===== src/rtl/div_result_bcd_formatter.sv =====
// div_result_bcd_formatter
// Takes the quotient/remainder pair from the 8-bit signed restoring divider.
// Converts each value to a sign bit and a 3-digit BCD magnitude.
// Both conversions run side by side as a sequential double-dabble.
// Only one result is held at a time. A new pair is accepted only after the
// current result has been taken.
//
// Optional feature macro: DIVZ_FLAG_EN. When it is defined, the block gets a
// divide-by-zero flag path: the in_divz input and the out_divz output.
//
// Ports:
//   clk, rst_n                  clock (rising edge), asynchronous active-low reset
//   in_valid / in_ready         input handshake for the quotient/remainder pair
//   in_quo, in_rem [DATA_W]     signed quotient and remainder
//   out_valid / out_ready       output handshake for the formatted result
//   out_quo_neg, out_quo_bcd    quotient sign and 3-digit BCD magnitude
//   out_rem_neg, out_rem_bcd    remainder sign and 3-digit BCD magnitude
//   in_divz, out_divz           divide-by-zero flag (DIVZ_FLAG_EN only)
module div_result_bcd_formatter #(
  parameter int DATA_W = 8
) (
  input  logic              clk,
  input  logic              rst_n,
  input  logic              in_valid,
  output logic              in_ready,
  input  logic [DATA_W-1:0] in_quo,
  input  logic [DATA_W-1:0] in_rem,
`ifdef DIVZ_FLAG_EN
  input  logic              in_divz,
  output logic              out_divz,
`endif
  output logic              out_valid,
  input  logic              out_ready,
  output logic              out_quo_neg,
  output logic [11:0]       out_quo_bcd,
  output logic              out_rem_neg,
  output logic [11:0]       out_rem_bcd
);

  typedef enum logic [1:0] {
    IDLE = 2'd0,
    CONV = 2'd1,
    DONE = 2'd2
  } state_t;

  state_t              r_state;
  state_t              w_next;
  logic [3:0]          r_cnt;
  logic                r_quoNeg;
  logic                r_remNeg;
  logic [DATA_W-1:0]   r_quoMag;
  logic [DATA_W-1:0]   r_remMag;
  logic [11:0]         r_quoBcd;
  logic [11:0]         r_remBcd;
  logic                w_convDone;
`ifdef DIVZ_FLAG_EN
  logic                r_divz;
`endif

  // Double-dabble correction step: any BCD digit of 5 or more gets +3 before the shift.
  function automatic logic [11:0] addThree(input logic [11:0] bcd);
    logic [11:0] res;
    for (int d = 0; d < 3; d++) begin
      res[d*4 +: 4] = (bcd[d*4 +: 4] >= 4'd5) ? bcd[d*4 +: 4] + 4'd3 : bcd[d*4 +: 4];
    end
    return res;
  endfunction

  // The last CONV edge is the one where the count reaches DATA_W-1.
  // A flagged divide-by-zero spends a single cycle in CONV.
`ifdef DIVZ_FLAG_EN
  assign w_convDone = (r_cnt == 4'(DATA_W - 1)) || r_divz;
`else
  assign w_convDone = (r_cnt == 4'(DATA_W - 1));
`endif

  // State register
  always_ff @(posedge clk or negedge rst_n) begin
    if (!rst_n) begin
      r_state <= IDLE;
    end else begin
      r_state <= w_next;
    end
  end

  // Next-state logic
  always_comb begin
    w_next = r_state;
    case (r_state)
      IDLE:    if (in_valid) w_next = CONV;
      CONV:    if (w_convDone) w_next = DONE;
      DONE:    if (out_ready) w_next = IDLE;
      default: w_next = IDLE;
    endcase
  end

  // Datapath.
  // On the accept edge the signs and magnitudes are latched.
  // The magnitude is 0-x taken as unsigned, so the most negative value maps to 2^(DATA_W-1).
  // In CONV, {bcd, mag} is corrected and then shifted left once per edge.
  always_ff @(posedge clk or negedge rst_n) begin
    if (!rst_n) begin
      r_cnt    <= '0;
      r_quoNeg <= 1'b0;
      r_remNeg <= 1'b0;
      r_quoMag <= '0;
      r_remMag <= '0;
      r_quoBcd <= '0;
      r_remBcd <= '0;
`ifdef DIVZ_FLAG_EN
      r_divz   <= 1'b0;
`endif
    end else begin
      case (r_state)
        IDLE: begin
          if (in_valid) begin
            r_cnt <= '0;
`ifdef DIVZ_FLAG_EN
            r_divz <= in_divz;
            if (in_divz) begin
              r_quoNeg <= 1'b0;
              r_remNeg <= 1'b0;
              r_quoMag <= '0;
              r_remMag <= '0;
              r_quoBcd <= 12'hFFF;
              r_remBcd <= 12'hFFF;
            end else
`endif
            begin
              r_quoNeg <= in_quo[DATA_W-1];
              r_remNeg <= in_rem[DATA_W-1];
              r_quoMag <= in_quo[DATA_W-1] ? -in_quo : in_quo;
              r_remMag <= in_rem[DATA_W-1] ? -in_rem : in_rem;
              r_quoBcd <= '0;
              r_remBcd <= '0;
            end
          end
        end
        CONV: begin
          r_cnt <= r_cnt + 4'd1;
`ifdef DIVZ_FLAG_EN
          if (!r_divz) begin
`else
          begin
`endif
            r_quoBcd <= 12'({addThree(r_quoBcd), r_quoMag[DATA_W-1]});
            r_remBcd <= 12'({addThree(r_remBcd), r_remMag[DATA_W-1]});
            r_quoMag <= {r_quoMag[DATA_W-2:0], 1'b0};
            r_remMag <= {r_remMag[DATA_W-2:0], 1'b0};
          end
        end
        default: ;
      endcase
    end
  end

  // Output logic.
  // Result fields are gated by DONE, so they read zero at all other times.
  // in_ready is also held low while reset is asserted.
  always_comb begin
    in_ready    = (r_state == IDLE) && rst_n;
    out_valid   = (r_state == DONE);
    out_quo_neg = 1'b0;
    out_quo_bcd = '0;
    out_rem_neg = 1'b0;
    out_rem_bcd = '0;
`ifdef DIVZ_FLAG_EN
    out_divz    = 1'b0;
`endif
    if (r_state == DONE) begin
      out_quo_neg = r_quoNeg;
      out_quo_bcd = r_quoBcd;
      out_rem_neg = r_remNeg;
      out_rem_bcd = r_remBcd;
`ifdef DIVZ_FLAG_EN
      out_divz    = r_divz;
`endif
    end
  end

endmodule


===== config.mk =====
export PLATFORM = sky130hd
export DESIGN_NAME = div_result_bcd_formatter
export DESIGN_NICKNAME = d
export VERILOG_FILES = /design/src/rtl/div_result_bcd_formatter.sv
export SDC_FILE = /design/constraint.sdc
export NUM_CORES = 1
export LEC_CHECK = 0
export CORE_MARGIN = 2
export CORE_UTILIZATION = 40
export CTS_BUF_LIST = sky130_fd_sc_hd__clkbuf_8
export DETAILED_ROUTE_END_ITERATION = 10
export SETUP_SLACK_MARGIN = 0.15
export SLEW_MARGIN = 20
export SYNTH_ARGS = -nofsm -noshare
export SYNTH_HDL_FRONTEND = slang
export SYNTH_SLANG_ARGS = --single-unit

===== constraint.sdc =====
create_clock -name clk -period 3.7 [get_ports clk]
set_input_delay 0.74 -clock clk [delete_from_list [all_inputs] [get_ports clk]]
set_output_delay 0.74 -clock clk [all_outputs]
set_load 0.02 [all_outputs]

After elaboration in Yosys (flattened, before gate mapping)
Cells that the tools add are included.
Word-level totals
  input bits: 20
  output and inout port bits: 28
  word-level logic and storage cells: 60
  register bits after elaboration: 48
Cells by class
  $lt $le $gt $ge: 6
  equal/unequal tests: 6
  multiplexer cells: 25
  add/sub/neg operators: 9
  reduce and logical (&&, ||, !) cells: 6
Operators with widths (number)
  12-bit one-hot mux with 2 select lines: 2
  12-bit 2-to-1 mux: 3
  8-bit 2-to-1 mux: 4
  8-bit one-hot mux with 2 select lines: 2
  4-bit by 3-bit greater-or-equal comparator with 1-bit output (second input constant): 6
  4-bit 2-to-1 mux: 5
  4-bit by 2-bit adder with 4-bit output (second input constant): 4
  8-bit negator: 2
  4-bit one-hot mux with 2 select lines: 1
  3-bit by 2-bit adder with 3-bit output (second input constant): 2
  2-bit 2-to-1 mux: 3
  3-bit 2-to-1 mux: 2
  2-bit one-hot mux with 3 select lines: 1
  4-bit by 1-bit adder with 4-bit output (second input constant): 1
  4-bit by 3-bit == test with 1-bit output (second input constant): 1
  2-bit inequality test (second input constant): 2
  2-bit AND reduction: 2
  3-bit AND reduction: 1
  2-bit by 1-bit == test with 1-bit output (second input constant): 1
  2-bit == test (second input constant): 1
  2-bit zero test: 1
  1-bit 2-to-1 mux: 2
  2-bit by 1-bit inequality test with 1-bit output (second input constant): 1
  2-bit nonzero test: 1
  1-bit logical AND: 1

Longest topological paths before layout
  word-level depth: 4
  depth in mapped cells: 7
  gate-level depth less buffers: 6

Least setup slack after synthesis
No wires, ideal clock.
  path kind: register to output
  from: register r_state[0]
  to: output out_quo_bcd[0]
  cell stages (with the launch flop): 6
  path buffers: 2
  arrival time: 1306 ps
  required time: 2960 ps
  slack: 1654 ps
  path through: dfrtp_1 buf_4 nor2b_1 inv_1 buf_2 nor2_1
Between the ends
  longest elaborated chain between the ends: 2
RTL lines
  from (decl): RTL line 46  | state_t r_state;
  from (signal assigned): RTL line 82  | r_state <= w_next;
  2-bit == test: RTL line 170  | if (r_state == DONE) begin
  12-bit 2-to-1 mux: RTL line 170
  to (decl): RTL line 35  | output logic [11:0] out_quo_bcd,
Every way passes these cells.

Worst setup path after layout
  from: register r_state[1]
  to: output out_rem_bcd[0]
Between the ends
  longest elaborated chain between the ends: 2
RTL lines
  2-bit == test: RTL line 170
  12-bit 2-to-1 mux: RTL line 170
  to (decl): RTL line 37  | output logic [11:0] out_rem_bcd
Every way passes these cells.

==> impl_results.md <==
- Final TNS setup: 0 ns
- Fillers: 647
- Worst-Skew Late Latency: 0.30 ns
- Max_cap viols: 0
- Leading cell type in the layout, fill and taps excluded: dfrtp_1
- Post-DP HPWL: 4180 um
- Cts hold-fix bufs: 0
- Hold depth: 2
- #FFs+latches synth: 48
- Clk sink count: 48
- # diodes: 0
- # port buffers: 47
- Sequential fraction of the synthesis area: 41.7%
- Placed Cells: 429
- Global-route wire length before repair: 10700 um
- I/O pin count: 48
- Yosys warnings: 0
- Mapped Cells: 299
- Kind of critical path: register to primary output
- Worst path cell trace: nor2b_1 -> inv_1 -> nor2_1 -> clkdlybuf4s50_1
- Layout cells sized above 1: 7.94%
- Area growth syn-to-layout: 20.1%
- Share of the core filled with cells: 50.4%
- CTS Root Cell: clkbuf_8
- Final setup vio count: 0
- Global router's overall resource usage: 17.1%
- Final wirelength: 6140 um
- Slowest-stage cell, CP: clkdlybuf4s50_1
- RSZ-0062 raised after global routing: no
- Power consumption: 2.31 mW
- Final hold violations: 0
- Die height: 88.9 um
- Startpoint Class: register
- Die W: 88.9 um
- Vias: 2244
- Final min period: 2.85 ns
- Worst rel slew slack: 45.5%
- Longest Clk Path Bufs: 2
- DRT iter0 DRCs: 115
- Critical Path RT: 2.96 ns
- Final worst-path cycle share: 77.0%
- Final #Nets: 375
- Postcts setup bufs: 0
- Critical path capture point type: primary output
- Initial Util: 42.0%
- Worst EP arrival: 2.11 ns
- Total grt overflow: 0
- Syn Std Cell Area: 2880 um^2
- Average wire per standard cell: 14.1 um
- CP Max Fanout: 13
- Final cell count without fillers: 436
- Final-report max-slew violation count: 0
- # rows: 30
- Crit path largest cell delay: 0.63 ns
- DRC Markers: 0
- Slew @ Worst Pin: 0.818 ns
- F_max: 0.351 GHz
- Leakage Power: 1.43 nW
- Worst vdd ir: 0.248 mV
- Post-DR vias/cell: 5.15
- Die area: 7900 um^2
- Number of buffers created by CTS: 5
- Core region area: 6870 um^2
- Syn_nets: 334
- Post-CTS sizing: 0
- Avg Cell Area, Syn: 9.64 um^2
- Placer Congestion: 0.777
- PwrDens: 666 nW/um^2
- Critical path's top delay family: buffers and inverters
- Count of different cell masters after synthesis: 36
- Run status: finished, final reports clean
- Clock Skews: 0.00791 ns
- Crit path buf inv count: 2
- Most frequent cells in the layout: dfrtp_1 (48), clkdlybuf4s50_1 (46), nand2_1 (30), nor2_1 (20), inv_1 (18)
- Worst path depth: 4
- Pre-Repair DR Iteration Count: 4
- CTS clk-pin slew, worst paths: 0.09 ns
- Number of antenna violations at the first check in global routing: 0
- TritonCTS clock tree: done
- Largest net degree at the start of global routing: 49
- Detail Route Antenna Nets: 0
- Reg2Reg Depth: 4
- Vias in the first global route: 2222
- H-tree levels: 2
- Hold WC Path Type: register to register
==> path summary, 6_finish.rpt <==
check	startpoint	endpoint	slack, ns
worst max-delay path	r_state[1]$_DFFE_PN0P_	out_rem_bcd[0]	0.85
worst min-delay path	r_remNeg$_DFFE_PN0P_	r_remNeg$_DFFE_PN0P_	0.48
worst max register to register	r_state[1]$_DFFE_PN0P_	r_remBcd[3]$_DFFE_PN0P_	1.83
worst min register to register	r_remNeg$_DFFE_PN0P_	r_remNeg$_DFFE_PN0P_	0.48
max in group asynchronous	rst_n	r_remNeg$_DFFE_PN0P_	2.69
min in group asynchronous	rst_n	r_remBcd[6]$_DFFE_PN0P_	0.59
==> worst reg2reg max path: cells and delay by family, from the launching register on <==
kind / cells / cell delay [ns]
and+or+nand+nor: 1 / 0.54
DFF: 1 / 0.53
buffers and inverters: 1 / 0.34
AOI/OAI and AO/OA: 2 / 0.34
==> per-layer routing <==
metal,wire (um),GRT usage (%)
met1,3090,24.7
met4,31,2.48
met3,223,3.32
met5,0,0
met2,2800,27.3
==> stage by stage <==
stage / worst slack, ns / cell area [um^2] / hold WS, ns
2_1_floorplan: 1.65 / 2880 / 0.437
3_3_place_gp: 1.21 / 3390 / 0.457
3_5_place_dp: 1.19 / 3390 / 0.455
4_1_cts: 0.849 / 3460 / 0.476
5_1_grt: 0.716 / 3460 / 0.504
6_report: 0.849 / 3460 / 0.476
==> kinds of logic after synthesis <==
group	share of synthesized area, %
and+or+nand+nor	17.4
AOI/OAI and AO/OA	22.3
DFF	41.7
buffers and inverters	6.12
xor gates and xnor gates	6.08
adders and majority gates	6.51
==> synth_stat cells <==
| library cell | number | area [um^2] |
|---|---|---|
| dfrtp_1 | 48 | 1200 |
| nand2_1 | 30 | 113 |
| nor2_1 | 20 | 75.1 |
| inv_1 | 17 | 63.8 |
| and2_1 | 16 | 100 |
| ha_1 | 15 | 188 |
| o21ai_0 | 14 | 70.1 |
| buf_2 | 12 | 60.1 |
| a21oi_1 | 11 | 55.1 |
| xor2_1 | 11 | 96.3 |
| a22oi_1 | 10 | 75.1 |
| o21ai_1 | 10 | 50.1 |
| o31ai_1 | 9 | 67.6 |
| xnor2_1 | 9 | 78.8 |
| nand2b_1 | 8 | 50.1 |
| nand3_1 | 8 | 40.0 |
| a32o_1 | 6 | 60.1 |
| o22ai_1 | 6 | 37.5 |
| o311ai_2 | 6 | 97.6 |
| nor2b_1 | 5 | 31.3 |
| buf_6 | 4 | 45.0 |
| nand4_1 | 3 | 18.8 |
| o32ai_1 | 3 | 26.3 |
| nor2_2 | 2 | 12.5 |
| nor3_1 | 2 | 10.0 |
| o221ai_1 | 2 | 17.5 |
| o31ai_4 | 2 | 42.5 |
| or3_4 | 2 | 22.5 |
| a21boi_0 | 1 | 7.51 |
| a31oi_1 | 1 | 6.26 |
| and2b_1 | 1 | 7.51 |
| buf_4 | 1 | 7.51 |
| o31ai_2 | 1 | 12.5 |
| o32ai_2 | 1 | 16.3 |
| or2_4 | 1 | 8.76 |
| or3b_4 | 1 | 11.3 |
==> cell type report <==
| type | count | area, um^2 | share of cell area [%] |
|---|---|---|---|
| multi-input cells | 217 | 1510 | 43.5 |
| well taps | 96 | 120 | 3.47 |
| clock inverters | 2 | 8.76 | 0.253 |
| clock buffers | 5 | 68.8 | 1.99 |
| inverters | 17 | 63.8 | 1.84 |
| repair buffers | 51 | 495 | 14.3 |
| flip-flops and latches | 48 | 1200 | 34.7 |
==> flip-flops by register name, indices dropped and copies added (netlist names) <==
register  cells
r_quoBcd     12
r_remBcd     12
r_quoMag      8
r_remMag      8
r_cnt         4
r_state       2
r_quoNeg      1
r_remNeg      1
==> power breakdown <==
part           total, mW  internal [mW]  switching (mW)  leakage [nW]
combinational       1.09          0.480           0.614         0.768
sequential         0.916          0.745           0.172         0.618
clock              0.297          0.126           0.171        0.0452
Note: power is estimated with default switching activity, not from simulation.
